### src/rtl/inst_prefetch_unit.sv
// Decoupled RV32I fetch front end: sequential PC, credit-limited memory
// requests, DEPTH-entry instruction buffer, redirect with stale-response drop.
module inst_prefetch_unit #(
  parameter int               XLEN     = 32,
  parameter int               DEPTH    = 4,
  parameter logic [XLEN-1:0]  RESET_PC = '0
) (
  input  logic            clk,
  input  logic            reset,
  input  logic            redirect_valid,
  input  logic [XLEN-1:0] redirect_pc,
  output logic            imem_req_valid,
  input  logic            imem_req_ready,
  output logic [XLEN-1:0] imem_addr,
  input  logic            imem_rsp_valid,
  input  logic [31:0]     imem_rsp_data,
  output logic            inst_valid,
  input  logic            inst_ready,
  output logic [31:0]     inst_data,
  output logic [XLEN-1:0] inst_pc
);

  localparam int PW = $clog2(DEPTH);
  localparam int CW = PW + 1;
  localparam logic [CW:0] DEPTH_W = (CW+1)'(DEPTH);

  logic [XLEN-1:0] fetch_pc_q, fetch_pc_d;
  logic [XLEN-1:0] rsp_pc_q, rsp_pc_d;
  logic [CW-1:0]   out_q, out_d;
  logic [CW-1:0]   stale_q, stale_d;
  logic [CW-1:0]   count_q, count_d;
  logic [PW-1:0]   rd_q, rd_d;
  logic [PW-1:0]   wr_q, wr_d;
  logic [31:0]     data_q [DEPTH];
  logic [31:0]     data_d [DEPTH];
  logic [XLEN-1:0] pc_q [DEPTH];
  logic [XLEN-1:0] pc_d [DEPTH];

  logic [CW:0] credit;
  logic        issue;
  logic        push;
  logic        pop;

  always_comb begin
    credit         = {1'b0, count_q} + {1'b0, out_q};
    imem_req_valid = reset && !redirect_valid && (credit < DEPTH_W);
    issue          = imem_req_valid && imem_req_ready;
    push           = reset && imem_rsp_valid && !redirect_valid
                     && (stale_q == '0);
    inst_valid     = reset && (count_q != '0) && !redirect_valid;
    pop            = inst_valid && inst_ready;
    imem_addr      = reset ? fetch_pc_q : RESET_PC;
    inst_data      = reset ? data_q[rd_q] : '0;
    inst_pc        = reset ? pc_q[rd_q] : '0;
  end

  always_comb begin
    fetch_pc_d = fetch_pc_q;
    rsp_pc_d   = rsp_pc_q;
    stale_d    = stale_q;
    count_d    = count_q;
    rd_d       = rd_q;
    wr_d       = wr_q;
    data_d     = data_q;
    pc_d       = pc_q;
    out_d      = out_q + CW'(issue) - CW'(imem_rsp_valid);
    if (redirect_valid) begin
      // Everything still in flight belongs to the old path.
      fetch_pc_d = redirect_pc & ~XLEN'(3);
      rsp_pc_d   = redirect_pc & ~XLEN'(3);
      stale_d    = out_q - CW'(imem_rsp_valid);
      count_d    = '0;
      rd_d       = '0;
      wr_d       = '0;
    end else begin
      if (issue) fetch_pc_d = fetch_pc_q + XLEN'(4);
      if (imem_rsp_valid && stale_q != '0) stale_d = stale_q - CW'(1);
      if (push) begin
        data_d[wr_q] = imem_rsp_data;
        pc_d[wr_q]   = rsp_pc_q;
        wr_d         = wr_q + PW'(1);
        rsp_pc_d     = rsp_pc_q + XLEN'(4);
      end
      if (pop) rd_d = rd_q + PW'(1);
      count_d = count_q + CW'(push) - CW'(pop);
    end
  end

  always_ff @(posedge clk) begin
    if (!reset) begin
      fetch_pc_q <= RESET_PC;
      rsp_pc_q   <= RESET_PC;
      out_q      <= '0;
      stale_q    <= '0;
      count_q    <= '0;
      rd_q       <= '0;
      wr_q       <= '0;
      for (int i = 0; i < DEPTH; i++) begin
        data_q[i] <= '0;
        pc_q[i]   <= '0;
      end
    end else begin
      fetch_pc_q <= fetch_pc_d;
      rsp_pc_q   <= rsp_pc_d;
      out_q      <= out_d;
      stale_q    <= stale_d;
      count_q    <= count_d;
      rd_q       <= rd_d;
      wr_q       <= wr_d;
      data_q     <= data_d;
      pc_q       <= pc_d;
    end
  end

endmodule
### config.mk
export PLATFORM = sky130hd
export DESIGN_NAME = inst_prefetch_unit
export DESIGN_NICKNAME = d
export VERILOG_FILES = /design/src/rtl/inst_prefetch_unit.sv
export SDC_FILE = /design/constraint.sdc
export NUM_CORES = 1
export LEC_CHECK = 0
export CAP_MARGIN = 20
export CORE_UTILIZATION = 45
export DETAILED_ROUTE_END_ITERATION = 8
export GPL_TIMING_DRIVEN = 0
export PLACE_DENSITY = 0.63
export REMOVE_ABC_BUFFERS = 1
export SYNTH_ARGS = -nofsm -noshare
export SYNTH_HDL_FRONTEND = slang
export SYNTH_SLANG_ARGS = --single-unit
export TNS_END_PERCENT = 1
### constraint.sdc
create_clock -name clk -period 2.9 [get_ports clk]
set_input_delay 0.435 -clock clk [delete_from_list [all_inputs] [get_ports clk]]
set_output_delay 0.435 -clock clk [all_outputs]
set_load 0.02 [all_outputs]
==> results.sh <==
export IMPL_status="complete, no violations"
export IMPL_gp_congestion=0.834
export IMPL_period_share_pct=97.7
export IMPL_arrival_ns=2.40
export IMPL_synthAdderAreaFrac_pct=1.62
export IMPL_start_kind="flip-flop"
export IMPL_end_kind="primary output"
export IMPL_ios=168
export IMPL_synthFlopType="dfxtp_1"
export IMPL_row_count=66
export IMPL_synth_area_leaders="dfxtp_1, nand2_1, a21oi_1"
export IMPL_dpl_hpwl_um=22600
export IMPL_routed_via_count=12900
export IMPL_htreeDepth=2
export IMPL_crit_end="inst_data[23]"
export IMPL_worstPathRequired_ns=2.47
export IMPL_synth_top_family_by_area="simple AND/OR/NAND/NOR gates"
export IMPL_async_flop_share_pct=0
export IMPL_placed_area_mm2=0.0166
export IMPL_grt_max_degree=135
export IMPL_grt_pass1_wl_um=66000
export IMPL_total_leakage_power_nw=6.40
export IMPL_synth_xor_area_share_pct=1.65
export IMPL_yosysTopAreaCellShare_pct=43.4
export IMPL_path_cells="buf_16 -> mux4_2 -> and2_1 -> clkdlybuf4s50_1"
export IMPL_hold_viol_final=0
export IMPL_clkSinkCount=321
export IMPL_crit_family="buffers and inverters"
export IMPL_slowest_stage="mux4_2"
export IMPL_synth_top_area_cell="dfxtp_1"
export IMPL_period_needed_ns=2.83
export IMPL_fin_tns_setup_ns=0
export IMPL_final_nets=1957
export IMPL_start_util_pct=45.7
export IMPL_yosys_warnings=0
export IMPL_rsz0062_at_grt="yes"
export IMPL_crit_buf_inv=2
export IMPL_fmax_mhz=353
export IMPL_min_path_type="in2reg"
export IMPL_first_pass_iters=6
export IMPL_nFillCells=2958
export IMPL_synth_seq_area_share_pct=43.4
export IMPL_synth_edf_count=0
export IMPL_drcViolationCount=0
export IMPL_cts_hold_buf=0
export IMPL_ff2ff_path_depth=10
export IMPL_port_buffer_count=161
export IMPL_wl_per_cell_um=17.9
export IMPL_die_area_mm2=0.0337
export IMPL_r2r_slack_ns=0.11
export IMPL_diodes=0
export IMPL_clock_latency_ns=0.51
export IMPL_irDropWorstVdd_v=0.000422
export IMPL_timing_rr_end="out_q[2]"
export IMPL_grt_pass1_vias=12200
export IMPL_synthMuxAreaShare_pct=10.0
export IMPL_track_usage_pct=24.5
export IMPL_cts_max_path_buffers=3
export IMPL_placedCellCount=2260
export IMPL_coreArea_mm2=0.0325
export IMPL_critPathMaxStageDelay_ns=0.53
export IMPL_drtIter0Drc=907
export IMPL_seq_area_mm2=0.00643
export IMPL_critical_path_class="reg2out"
export IMPL_finalSetupViolCount=0
export IMPL_die_w_um=183
export IMPL_via_per_inst=5.53
export IMPL_fin_area_mm2=0.0181
export IMPL_root_buffer="clkbuf_16"
export IMPL_cts_buffers_inserted=36
export IMPL_synthSimpleGateAreaFrac_pct=24.6
export IMPL_syn_avg_cell_area_um2=8.23
export IMPL_tightest_slew_ns=0.940
export IMPL_cts_tree="built"
export IMPL_die_y_um=183
export IMPL_synth_area_mm2=0.0148
export IMPL_startpoint="rd_q[1]"
export IMPL_syn_to_final_growth_pct=22.1
export IMPL_max_slew_margin_pct=37.3
export IMPL_ys_ff_latch=321
export IMPL_multiInputGateArea_mm2=0.00778
export IMPL_synth_compound_area_share_pct=13.8
export IMPL_final_layout_size_suffix_gt1_share_pct=9.71
export IMPL_drv_cap=0
export IMPL_finClkSkew_ns=0.0120
export IMPL_grt_overflow_total=0
export IMPL_p_per_area_mw_per_mm2=571
export IMPL_routed_wirelength_um=41800
export IMPL_cp_depth=4
export IMPL_r2r_start="out_q[2]"
export IMPL_fin_cells=2337
export IMPL_slew_viol_final=0
export IMPL_clkSlewWorstSetupHoldPaths_ns=0.06
export IMPL_critPathMaxFanout=28
export IMPL_syn_inst=1800
export IMPL_antenna_found_initial=0
export IMPL_synth_cell_type_count=59
export IMPL_power_mw=10.3
export IMPL_antenna_left=0
-- placed cells by master, fill, tap and decap left out, types with 5 or more instances in the layout --
cell	Yosys	routed
a211oi_1	10	10
a21oi_1	279	279
a31oi_1	28	28
and2_1	96	96
and3_1	14	10
and4_1	7	6
buf_4	5	7
bufinv_16	0	5
clkbuf_1	118	7
clkbuf_16	0	37
clkbuf_8	0	7
clkdlybuf4s50_1	0	131
clkinv_2	0	6
dfxtp_1	321	319
dlymetal6s2s_1	0	24
ha_1	16	15
inv_1	24	21
mux2_2	8	8
mux4_2	62	62
nand2_1	553	549
nand3_1	28	28
nand4_1	13	13
nor2_1	37	37
nor3_1	11	10
o21ai_0	34	34
o31ai_1	6	6
or4_1	11	11
xnor2_1	18	18
xor2_1	10	10
-- per-stage QoR --
stage               hold slack [ns]  utilization, %  setup WS, ns
floorplan                     0.433               -         -2.80
global placement              0.438            50.5        -11.29
detailed placement            0.444            51.0         -1.22
CTS                           0.290            55.3       -0.0288
global route                  0.302            55.7       -0.0551
finish                        0.311            55.7        0.0675
-- worst min path at each step --
stage	to	cells after the start	startpoint
6_report	rsp_pc_q[10]	2	reset
5_1_grt	rsp_pc_q[10]	2	reset
4_1_cts	rsp_pc_q[10]	2	reset
3_5_place_dp	pc_q[54]	2	pc_q[54]
3_3_place_gp	pc_q[116]	2	pc_q[116]
2_1_floorplan	data_q[63]	2	data_q[63]
-- kinds of logic (layout without fill, tap and decap cells) --
logic type	count (synthesis)	count (layout)
xor+xnor	28	28
flops	321	321
mux	70	70
compound gates	380	380
buf+inv	178	268
simple gates	804	806
fa+ha+maj	18	18
other cells	1	4
-- sequential cells by signal, indices dropped and copies added, names as in the netlist --
signal	count
stale_q	3
pc_q	120
rsp_pc_q	30
fetch_pc_q	30
wr_q	2
count_q	3
data_q	128
out_q	3
rd_q	2
-- layout make-up --
cell class              instances  share of cell area [%]
multi-input cells            1306                    43.0
flip-flops and latches        321                    35.6
repair buffers                178                    10.8
clock buffers                  51                    5.80
well taps                     442                    3.06
clock inverters                13                    1.08
inverters                      26                   0.643
-- Yosys cell counts, drive strengths merged (2+ instances only) --
master / number
mux4: 62
a21oi: 279
ha: 16
nand4: 16
xor2: 10
a32oi: 3
o21ai: 34
dfxtp: 321
a31oi: 28
nor3b: 4
a22oi: 2
a211oi: 10
and2: 96
clkbuf: 118
inv: 26
nand3: 29
and3: 15
nor2: 38
mux2: 8
buf: 34
nor3: 13
nand3b: 2
or4: 11
and4: 7
xnor2: 18
nand2: 554
nor4: 5
or3: 7
fa: 2
o31a: 4
o311ai: 3
a21boi: 2
o211ai: 4
o31ai: 6
-- per-layer routing --
layer	vias to the layer above	share of wire (%)	track usage, %
met5	-	0	0
met4	0	1.8	5.93
met3	49	6.3	3.19
met2	447	46	39.9
met1	6165	46	34.4
li1	6252	-	-
-- power by group --
| group | switching, mW | leakage, nW | total, mW | internal (mW) |
|---|---|---|---|---|
| clock | 1.83 | 0.609 | 4.79 | 2.96 |
| sequential | 0.141 | 2.60 | 4.66 | 4.52 |
| combinational | 0.508 | 3.19 | 0.879 | 0.370 |
| total | 2.48 | 6.40 | 10.3 | 7.85 |
-- repair_timing --
item,in CTS,in global routing
pin swaps,1,2
setup buffers,5,5
gates resized for setup,13,32
gates cloned,1,2
setup endpoints to repair,75,43
Power figures use the tool's default switching activity.
